**src/rtl/icache_pkg.sv**
```systemverilog
// Shared types and geometry for the L1 instruction-cache miss handler.
// Purely declarative: no logic and no latency.
package icache_pkg;

    typedef enum logic {
        IDLE = 1'b0,
        FILL = 1'b1
    } state_e;

    localparam int WORDS_PER_BLOCK = 8;
    localparam int BLOCK_OFFSET_W  = 4;
    localparam int WORD_IDX_W      = 3;

endpackage

```
**src/rtl/icache_word_counter.sv**
```systemverilog
// Saturating up-counter with synchronous clear; clear wins over enable.
// Latency: count updates one cycle after clr/en. Backpressure: none, holds at MAX.
module icache_word_counter #(
    parameter int W   = 4,
    parameter int MAX = 8
) (
    input  logic         clk,
    input  logic         rst,
    input  logic         clr,
    input  logic         en,
    output logic [W-1:0] count
);

    localparam logic [W-1:0] MAX_V = W'(MAX);

    logic [W-1:0] count_q;
    logic [W-1:0] count_d;

    always_comb begin
        count_d = count_q;
        if (clr) begin
            count_d = '0;
        end else if (en && (count_q < MAX_V)) begin
            count_d = count_q + 1'b1;
        end
    end

    always_ff @(posedge clk) begin
        if (rst) begin
            count_q <= '0;
        end else begin
            count_q <= count_d;
        end
    end

    assign count = count_q;

endmodule

```
**src/rtl/icache_miss_handler.sv**
```systemverilog
// Miss-fill controller: latches the missing block, issues one word read per cycle, writes returns, tags last.
// Latency: busy rises combinationally with the miss; tag written with the final returned word.
// Backpressure: stalls fetch via fsm_busy; ICACHE_PERF_CNT_EN adds miss/stall counters.
module icache_miss_handler #(
    parameter int ADDR_W          = 16,
    parameter int WORDS_PER_BLOCK = icache_pkg::WORDS_PER_BLOCK
) (
    input  logic                               clk,
    input  logic                               rst,
    input  logic                               miss_detected,
    input  logic [ADDR_W-1:0]                  miss_address,
    input  logic                               memory_data_valid,
    input  logic [15:0]                        memory_data,
    output logic                               fsm_busy,
    output logic                               mem_en,
    output logic [ADDR_W-1:0]                  memory_address,
    output logic                               write_data_array,
    output logic [$clog2(WORDS_PER_BLOCK)-1:0] write_word_idx,
    output logic [15:0]                        fill_data,
    output logic                               write_tag_array
`ifdef ICACHE_PERF_CNT_EN
    ,
    output logic [15:0]                        miss_count,
    output logic [31:0]                        stall_cycles
`endif
);

    import icache_pkg::*;

    localparam int IDX_W = $clog2(WORDS_PER_BLOCK);
    localparam int OFF_W = IDX_W + 1;
    localparam int CNT_W = IDX_W + 1;

    localparam logic [CNT_W-1:0] CNT_FULL = CNT_W'(WORDS_PER_BLOCK);
    localparam logic [CNT_W-1:0] CNT_LAST = CNT_W'(WORDS_PER_BLOCK - 1);

    state_e              state_q, state_d;
    logic [ADDR_W-1:0]   blk_base_q, blk_base_d;

    logic                issue_clr, issue_en;
    logic                recv_clr, recv_en;
    logic [CNT_W-1:0]    issue_cnt;
    logic [CNT_W-1:0]    recv_cnt;

    wire unused_offset_bits = ^miss_address[OFF_W-1:0];

    icache_word_counter #(
        .W   (CNT_W),
        .MAX (WORDS_PER_BLOCK)
    ) u_issue_cnt (
        .clk   (clk),
        .rst   (rst),
        .clr   (issue_clr),
        .en    (issue_en),
        .count (issue_cnt)
    );

    icache_word_counter #(
        .W   (CNT_W),
        .MAX (WORDS_PER_BLOCK)
    ) u_recv_cnt (
        .clk   (clk),
        .rst   (rst),
        .clr   (recv_clr),
        .en    (recv_en),
        .count (recv_cnt)
    );

    always_comb begin
        state_d          = state_q;
        blk_base_d       = blk_base_q;
        issue_clr        = 1'b0;
        issue_en         = 1'b0;
        recv_clr         = 1'b0;
        recv_en          = 1'b0;
        fsm_busy         = 1'b0;
        mem_en           = 1'b0;
        memory_address   = '0;
        write_data_array = 1'b0;
        write_word_idx   = '0;
        fill_data        = '0;
        write_tag_array  = 1'b0;

        // Outputs are forced quiet while reset is held so a reset that lands on the
        // final return cannot tag a block whose fill is being abandoned.
        if (!rst) begin
            case (state_q)
                IDLE: begin
                    fsm_busy = miss_detected;
                    if (miss_detected) begin
                        blk_base_d = {miss_address[ADDR_W-1:OFF_W], {OFF_W{1'b0}}};
                        issue_clr  = 1'b1;
                        recv_clr   = 1'b1;
                        state_d    = FILL;
                    end
                end
                FILL: begin
                    fsm_busy = 1'b1;
                    if (issue_cnt < CNT_FULL) begin
                        mem_en         = 1'b1;
                        issue_en       = 1'b1;
                        memory_address = blk_base_q
                                       + {{(ADDR_W-CNT_W-1){1'b0}}, issue_cnt, 1'b0};
                    end
                    if (memory_data_valid) begin
                        write_data_array = 1'b1;
                        write_word_idx   = recv_cnt[IDX_W-1:0];
                        fill_data        = memory_data;
                        recv_en          = 1'b1;
                        if (recv_cnt == CNT_LAST) begin
                            write_tag_array = 1'b1;
                            state_d         = IDLE;
                        end
                    end
                end
                default: state_d = IDLE;
            endcase
        end
    end

    always_ff @(posedge clk) begin
        if (rst) begin
            state_q    <= IDLE;
            blk_base_q <= '0;
        end else begin
            state_q    <= state_d;
            blk_base_q <= blk_base_d;
        end
    end

`ifdef ICACHE_PERF_CNT_EN
    logic [15:0] miss_count_q, miss_count_d;
    logic [31:0] stall_cycles_q, stall_cycles_d;

    always_comb begin
        miss_count_d   = miss_count_q;
        stall_cycles_d = stall_cycles_q;
        if ((state_q == IDLE) && (state_d == FILL) && (miss_count_q != 16'hFFFF)) begin
            miss_count_d = miss_count_q + 16'd1;
        end
        if (fsm_busy) begin
            stall_cycles_d = stall_cycles_q + 32'd1;
        end
    end

    always_ff @(posedge clk) begin
        if (rst) begin
            miss_count_q   <= '0;
            stall_cycles_q <= '0;
        end else begin
            miss_count_q   <= miss_count_d;
            stall_cycles_q <= stall_cycles_d;
        end
    end

    assign miss_count   = miss_count_q;
    assign stall_cycles = stall_cycles_q;
`endif

endmodule

```
**config.mk**
```make
export PLATFORM = sky130hd
export DESIGN_NAME = icache_miss_handler
export DESIGN_NICKNAME = d
export VERILOG_FILES = /design/src/rtl/icache_pkg.sv /design/src/rtl/icache_word_counter.sv /design/src/rtl/icache_miss_handler.sv
export SDC_FILE = /design/constraint.sdc
export NUM_CORES = 1
export LEC_CHECK = 0
export CORE_MARGIN = 2
export CORE_UTILIZATION = 34
export DETAILED_ROUTE_END_ITERATION = 12
export PLACE_DENSITY_LB_ADDON = 0.15
export SYNTH_ARGS = -nofsm -noshare
export SYNTH_HDL_FRONTEND = slang
export SYNTH_SLANG_ARGS = --single-unit
```
**constraint.sdc**
```tcl
create_clock -name clk -period 1.3 [get_ports clk]
set_input_delay 0.13 -clock clk [delete_from_list [all_inputs] [get_ports clk]]
set_output_delay 0.13 -clock clk [all_outputs]
set_load 0.005 [all_outputs]
```
Word level (Yosys, flattened, before mapping)
Index checks and enable logic that the tools add are counted.
- reductions and logical operators: 4
- bitwise operators: 1
- add/sub/neg operators: 3
- multiplexer cells: 27
- magnitude comparators: 2
- equal/unequal tests: 1
- operators with widths (operator ; count):
    16-bit 2-to-1 mux ; 6
    16-bit by 5-bit adder with 16-bit output ; 1
    1-bit 2-to-1 mux ; 16
    3-bit 2-to-1 mux ; 3
    4-bit by 1-bit adder with 4-bit output, second input constant ; 2
    4-bit less-than comparator, second input constant ; 2
    4-bit by 3-bit equality test with 1-bit output, second input constant ; 1
    1-bit case mux with 2 select lines ; 2
    1-bit logical AND ; 2
    2-bit AND reduction ; 1
    2-bit OR reduction ; 1
    1-bit NOT ; 1
- word-level logic and storage cells: 42
- flip-flop bits (word level): 21
- bits of input ports: 36
- output and inout port bits: 39

Longest topological paths before layout
Gate-level depths: netlist of the first run.
- word-level depth: 5
- gate-level depth with buffers: 5

Modules after synthesis
From an unflattened synthesis of the first run, not the netlist that was laid out.
- cell total of the unflattened synthesis: 136
- area, all modules: 1123.6 um^2
- by module, submodules not included (module ; area an instance (um^2) ; instances ; sequential area each (um^2) ; cells an instance):
    icache_miss_handler ; 773.2 ; 1 ; 260.2 ; 106
    icache_word_counter ; 175.2 ; 2 ; 80.1 ; 15

Worst setup path after synthesis of the first run
OpenSTA, ideal clock, no wires.
- path type: reg2reg
- start point: reg state_q
- end point: reg u_issue_cnt.count_q[1], in the netlist u_issue_cnt.count[1]
- data required time: 1.180 ns
- slack: 0.204 ns
- data arrival time: 0.976 ns
- buffers on the path: 1
- stages on the path, launching flop included: 5
- period minus slack after synthesis: 1.096 ns
- cell sequence: dfxtp_1 -> nor3b_2 -> buf_4 -> mux2i_1 -> nor2_1
- word-level cells in the longest chain between the ends: 3
- elaborated cells on any way between the ends: 6
- those cells by class: mux (4); reduce/logical (2)
- ends and longest elaborated chain (element ; line ; text):
    start, declared ; icache_miss_handler.sv:37 ; state_e state_q, state_d;
    start signal, assigned ; icache_miss_handler.sv:126 ; state_q <= state_d;
    1-bit 2-to-1 mux ; icache_miss_handler.sv:87 ; case (state_q)
    1-bit 2-to-1 mux ; icache_miss_handler.sv:86 ; if (!rst) begin
    2-bit OR reduction (no line) or 1-bit logical AND (tied branches) ; - ;
    end signal, assigned ; icache_word_counter.sv:32 ; count_q <= count_d;
    end, declared ; icache_word_counter.sv:16 ; logic [W-1:0] count_q;
Several ways; a longest one is shown, not always the timed one.
A chain may end at the register's enable or synchronous reset.

Worst setup path after layout of the first run
- start point: reg state_q
- end point: out memory_address[12]
- word-level cells in the longest chain between the ends: 2
- ends and longest elaborated chain (element ; line ; text):
    16-bit 2-to-1 mux ; icache_miss_handler.sv:87 ;
    16-bit 2-to-1 mux ; icache_miss_handler.sv:86 ;
    end, declared ; icache_miss_handler.sv:16 ; output logic [ADDR_W-1:0] memory_address,
Every way passes these cells.

==> metrics, run 1 <==
status finished, violations left; violated checks setup timing; Num Clock Sinks 21; Layout Cells excl Fill 273; Storage cell area 423 sq um; die width 60.0 microns; Final Hold Fails 0; CTS Root Cell clkbuf_4; WP data required 1170 ps; via count 1,235; syn nets 175; DR iter-0 viols 17; synthesized flop and latch total 21; Synth top area share 0.395; initial antenna violation count 0; Final #Nets 268; period utilization 1.16; share of layout cells above drive strength 1 0.389; WP data arrival 1380 ps; Avg Inst Size Synth 7.77 sq um; yosys warns 0; Setup CP Type flip-flop to output port; Leak 0.955 nW; WHS 370 ps; first-pass GRT wire length 5110 microns; Synth Cell Area 1060 sq um; Clock Path Buffers 2; GPL Wtd Cong 0.689; Avg WL per Cell 12.3 microns; Die Ht 60.0 microns; area of the multi-input gates 638 sq um; Clock transition at path regs 110 ps; worst-path cell chain nor3b_4 -> buf_6 -> buf_6 -> and2_4 -> buf_6; clk_lat worst skew 290 ps; Pre-antenna DRT Iters 4; total power density per cell area 651 nW/um^2; # DRC 0; Core Rows 20; HPWL after DPL 2400 microns; f_max 0.661 GHz; placed cell count 260; Port Buf Inserts 69; Clock Skews 0.603 ps; Crit. End Element output port; Initial Util 0.352; pre-CTS setup slack -551 ps; antenna-violating nets left 0; DR WL met2 1720 microns; post-synth top area cell dfxtp_1; Syn-to-layout area delta 87.3%; Placeable Area 3030 sq um; Setup WS post-layout -214 ps; Final Slew Violations 0; GRT Overall Usage 0.185; Routed met1 length 1270 microns; Max Used Layer met4; drt via density 4.52; WL met3 356 microns; fillcell total 277; grt ovf 0; number of global-route vias before repair 1,153; Netlist cell types 23; synth top area cells dfxtp_1, and2_1, nand2_1; Ports 75; Critical Path Most Common Cell buf_6; Max FO, Critical Path 4; CTS Buf Count 3; Die ar. 3600 sq um; Syn Inst Count 137; Worst setup SP type flip-flop; DP Area 1910 sq um; register area share after synthesis 0.395; Worst Hold Class input pin to flip-flop; Ant. Diodes 0; CTS tree built; RSZ-0062 raised after global routing yes; CP max stage delay 350 ps; VDD IR max 0.000484 V; Final min period 1510 ps; Setup-failing EPs final 40; H-tree levels 1; Slowest-stage cell, CP dfxtp_2; Post-Route WL 3370 microns; Max Cap Violations 0; pin count of the biggest net entering global routing 18; design area 1990 sq um; fin util 0.659
==> placed cells by master, fill, tap and decap left out, drive strengths merged, types with 2 or more instances in the layout <==
cell type      instances
inv                    4
mux2i                  2
a21oi                 15
or3                    2
buf                   62
clkdlybuf4s15          2
nand2                 28
nand2b                 2
o21ai                  3
clkdlybuf4s50         30
dfxtp                 21
ha                     2
nand3                  3
nor2                   6
and2                  33
clkbuf                 5
==> stage by stage <==
step           power, mW  TNS [ps]
6_report            1.30     -5580
5_1_grt             1.37     -8740
4_1_cts             1.29     -5520
3_5_place_dp       0.976    -20140
3_3_place_gp       0.970    -19000
2_1_floorplan      0.790         0
==> state kept, by name, indices dropped and copies added (netlist names) <==
name,count
blk_base_q,12
state_q,1
u_issue_cnt.count,4
u_recv_cnt.count,4
==> synthesized netlist by cell type (all sizes together) <==
cell type / n
inv: 4
ha: 2
conb: 1
clkbuf: 1
o22ai: 1
nor2b: 1
o21a: 1
nand2b: 2
dfxtp: 21
nand3: 3
a21oi: 15
o21ai: 3
or3: 2
nor3b: 1
mux2i: 2
buf: 7
nand2: 28
xnor2: 1
and2: 33
a41oi: 1
nor2: 6
nand3b: 1
==> path summary, 6_finish.rpt <==
path              depth (start not counted)            start  slack (ps)                   to
setup / recovery                          5          state_q        -210   memory_address[12]
hold / removal                            3  miss_address[5]         370        blk_base_q[5]
setup reg to reg                          6          state_q         -70  u_recv_cnt.count[2]
hold reg to reg                           2   blk_base_q[10]         460       blk_base_q[10]
==> layer usage <==
metal	global-route usage	vias up
met5	0	-
met1	0.204	555
met4	0.0540	0
li1	-	624
met3	0.0498	4
met2	0.342	52
==> critical path: cells and delay by family (launching register included) <==
kind	cells	cell delay, ps
flops	1	350
simple gates	2	400
buf+inv	3	330
==> cells by family after synthesis <==
logic type      Yosys count  share of synthesized area
flops                    21                      0.395
buf+inv                  12                     0.0576
simple gates             77                      0.388
fa+ha+maj                 2                     0.0235
xor+xnor                  1                    0.00823
other cells               1                    0.00352
compound gates           21                      0.106
mux                       2                     0.0188
==> where the power goes <==
group | leakage [nW] | internal [mW] | switching, mW
Clock | 0.0150 | 0.119 | 0.184
Combinational | 0.768 | 0.197 | 0.115
Sequential | 0.172 | 0.669 | 0.0141
==> cell type report <==
| class | count | share of cell area |
|---|---|---|
| inverters | 4 | 0.0100 |
| repair buffers | 96 | 0.417 |
| multi-input cells | 104 | 0.320 |
| flip-flops and latches | 21 | 0.212 |
| clock buffers | 4 | 0.0132 |
| well taps | 44 | 0.0276 |
==> timing repair <==
action / in CTS / in global routing
hold buffers: 0 / 0
setup buffers: 7 / 1
pin swaps: 9 / 2
resized for setup: 177 / 15
endpoints found under the setup margin: 38 / 44
cloned: 1 / 1
No activity file was read; power rests on OpenSTA's default activity.
==> inputs of run 2 (changes only) <==
Settings changed: CORE_UTILIZATION 34 to 23.
==> run 2 against run 1 <==
The flow still finishes with violations (setup timing). Cell area rose by 18%. Sequential power is essentially flat. Critical path depth grew 3. Via count up 5.3%. Critical path type unchanged.
==> metrics, run 2 (synthesized netlist as in run 1, its figures left out) <==
Critical Path Most Common Cell buf_6 (unchanged); f_max 0.632 GHz (was 0.661 GHz); Largest register FFs 12 (unchanged); Final Slew Violations 0 (unchanged); Max FO, Critical Path 6 (was 4); WP data required 1170 ps (about the same); commonest non-fill, non-tap cell in the layout buf_6 (was clkdlybuf4s50_1); Clock Skews 1.60 ps (was 0.603 ps); Clock Path Buffers 2 (unchanged); clk_lat worst skew 250 ps (was 290 ps); Worst R2R Setup Slack -110 ps (was -70 ps); fin util 0.535 (was 0.659); violated checks setup timing (unchanged); via count 1,301 (was 1,235); CTS tree built (unchanged); R2R cell count 7 (was 6); number of global-route vias before repair 1,307 (was 1,153); Setup CP Type flip-flop to output port (unchanged); GRT Overall Usage 0.138 (was 0.185); antenna-violating nets left 0 (unchanged); RSZ-0062 raised after global routing yes (unchanged); Port Buf Inserts 69 (unchanged); fillcell total 404 (was 277); DR iter-0 viols 26 (was 17); status finished, violations left (unchanged); CTS Root Cell clkbuf_8 (was clkbuf_4); HPWL after DPL 2510 microns (was 2400 microns); Final #Nets 286 (was 268); Worst Hold Class input pin to flip-flop (unchanged); Design Power 1.48 mW (was 1.30 mW); total power density per cell area 628 nW/um^2 (was 651 nW/um^2); share of layout cells above drive strength 1 0.514 (was 0.389); Pre-antenna DRT Iters 4 (unchanged); Leak 1.11 nW (was 0.955 nW); Setup-failing EPs final 41 (was 40); CP Capture Point fill_data[2] (was memory_address[12]); design area 2360 sq um (was 1990 sq um); Num Clock Sinks 21 (unchanged); CP max stage delay 350 ps (about the same); initial antenna violation count 0 (unchanged); Placeable Area 4410 sq um (was 3030 sq um); RR Endpoint u_issue_cnt.count[1] (was u_recv_cnt.count[2]); Slowest-stage cell, CP dfxtp_4 (was dfxtp_2); Die ar. 5190 sq um (was 3600 sq um); Clock transition at path regs 70 ps (was 110 ps); H-tree levels 1 (unchanged); period utilization 1.22 (was 1.16); Post-Route WL 3670 microns (was 3370 microns); die width 72.0 microns (was 60.0 microns); most frequent cells in the layout buf_6, clkdlybuf4s50_1, nand2_1 (was clkdlybuf4s50_1, nand2_1, buf_2); Ant. Diodes 0 (unchanged); DP Area 1910 sq um (about the same); Core Rows 24 (was 20); Syn-to-layout area delta 122% (was 87.3%); Crit. End Element output port (unchanged); Final Hold Fails 0 (unchanged); worst-path cell chain buf_4 -> nand3b_4 -> inv_4 -> buf_6 -> buf_6 -> buf_6 -> and2_4 -> buf_6 (was nor3b_4 -> buf_6 -> buf_6 -> and2_4 -> buf_6); setup TNS -6760 ps (was -5580 ps); VDD IR max 0.000380 V (was 0.000484 V); Setup WS post-layout -283 ps (was -214 ps); Max Cap Violations 0 (unchanged); Avg WL per Cell 12.3 microns (about the same); Ports 75 (unchanged); Worst setup SP type flip-flop (unchanged); Top reg by flops blk_base_q (unchanged); GPL Wtd Cong 0.747 (was 0.689); WP data arrival 1450 ps (was 1380 ps); Initial Util 0.241 (was 0.352); grt ovf 0 (unchanged); drt via density 4.35 (was 4.52); Die Ht 72.0 microns (was 60.0 microns); # DRC 0 (unchanged); CTS Buf Count 3 (unchanged); Crit. Startpoint state_q (unchanged); WHS 392 ps (was 370 ps); Final min period 1580 ps (was 1510 ps); first-pass GRT wire length 5770 microns (was 5110 microns); pin count of the biggest net entering global routing 15 (was 18); worst flop-to-flop path startpoint state_q (unchanged)
==> run 2: cell types whose count changed in the layout (fill, tap and decap cells not counted), moves of 2 or more <==
cell / delta
nor2_2: -2
clkbuf_8: +3
and2_1: -13
buf_6: +32
clkdlybuf4s15_2: -2
nor2_1: +2
clkbuf_4: -3
dfxtp_1: -2
and2_4: +13
buf_2: -13
==> run 2: repair_timing <==
| action | in CTS | in global routing |
|---|---|---|
| hold buffers | 0 | 0 |
| gates resized for setup | 220 | 24 |
| pin swaps | 29 | 5 |
| gates cloned | 2 | 0 |
| endpoints found under the setup margin | 38 | 44 |
| setup buffers | 21 | 5 |
==> run 2: final cells by class <==
type                    instances  area (sq um)  share of cell area
flip-flops and latches         21           428               0.181
well taps                      52          65.1              0.0275
multi-input cells             104           713               0.302
repair buffers                114          1090               0.463
inverters                       4          17.5             0.00742
clock buffers                   4          45.0              0.0191
==> run 2: report_power, final <==
| part | internal (mW) | leakage, nW | switching (mW) | total, mW |
|---|---|---|---|---|
| Clock | 0.218 | 0.0228 | 0.202 | 0.419 |
| Sequential | 0.668 | 0.173 | 0.0162 | 0.685 |
| Combinational | 0.251 | 0.918 | 0.130 | 0.380 |
| Total | 1.14 | 1.11 | 0.348 | 1.48 |
==> run 2: stage by stage <==
| stage | cells | worst slack, ps |
|---|---|---|
| 2_1_floorplan | 137 | 204 |
| 3_3_place_gp | 268 | -505 |
| 3_5_place_dp | 268 | -521 |
| 4_1_cts | 295 | -287 |
| 5_1_grt | 299 | -344 |
| 6_report | 299 | -283 |
==> run 2: how the worst min path moves through the flow <==
stage | from | depth (start not counted) | slack [ps] | end
global placement | blk_base_q[13] | 2 | 440 | blk_base_q[13]
global route | memory_data_valid | 3 | 420 | state_q
floorplan | rst | 1 | 200 | blk_base_q[10]
CTS | memory_data_valid | 3 | 390 | state_q
finish | memory_data_valid | 3 | 390 | state_q
detailed placement | blk_base_q[4] | 2 | 450 | blk_base_q[4]
==> run 2: routing by layer <==
metal	GRT usage	wire [microns]	up-vias
li1	-	-	654
met3	0.0292	320	0
met5	0	0	-
met2	0.270	1940	61
met1	0.152	1400	586
met4	0.0294	0	0
==> run 2: critical path: cells and delay by family, from the launching register on <==
family | cells | cell delay (ps)
flip-flops | 1 | 350
AND/OR/NAND/NOR | 2 | 220
buffers and inverters | 6 | 630
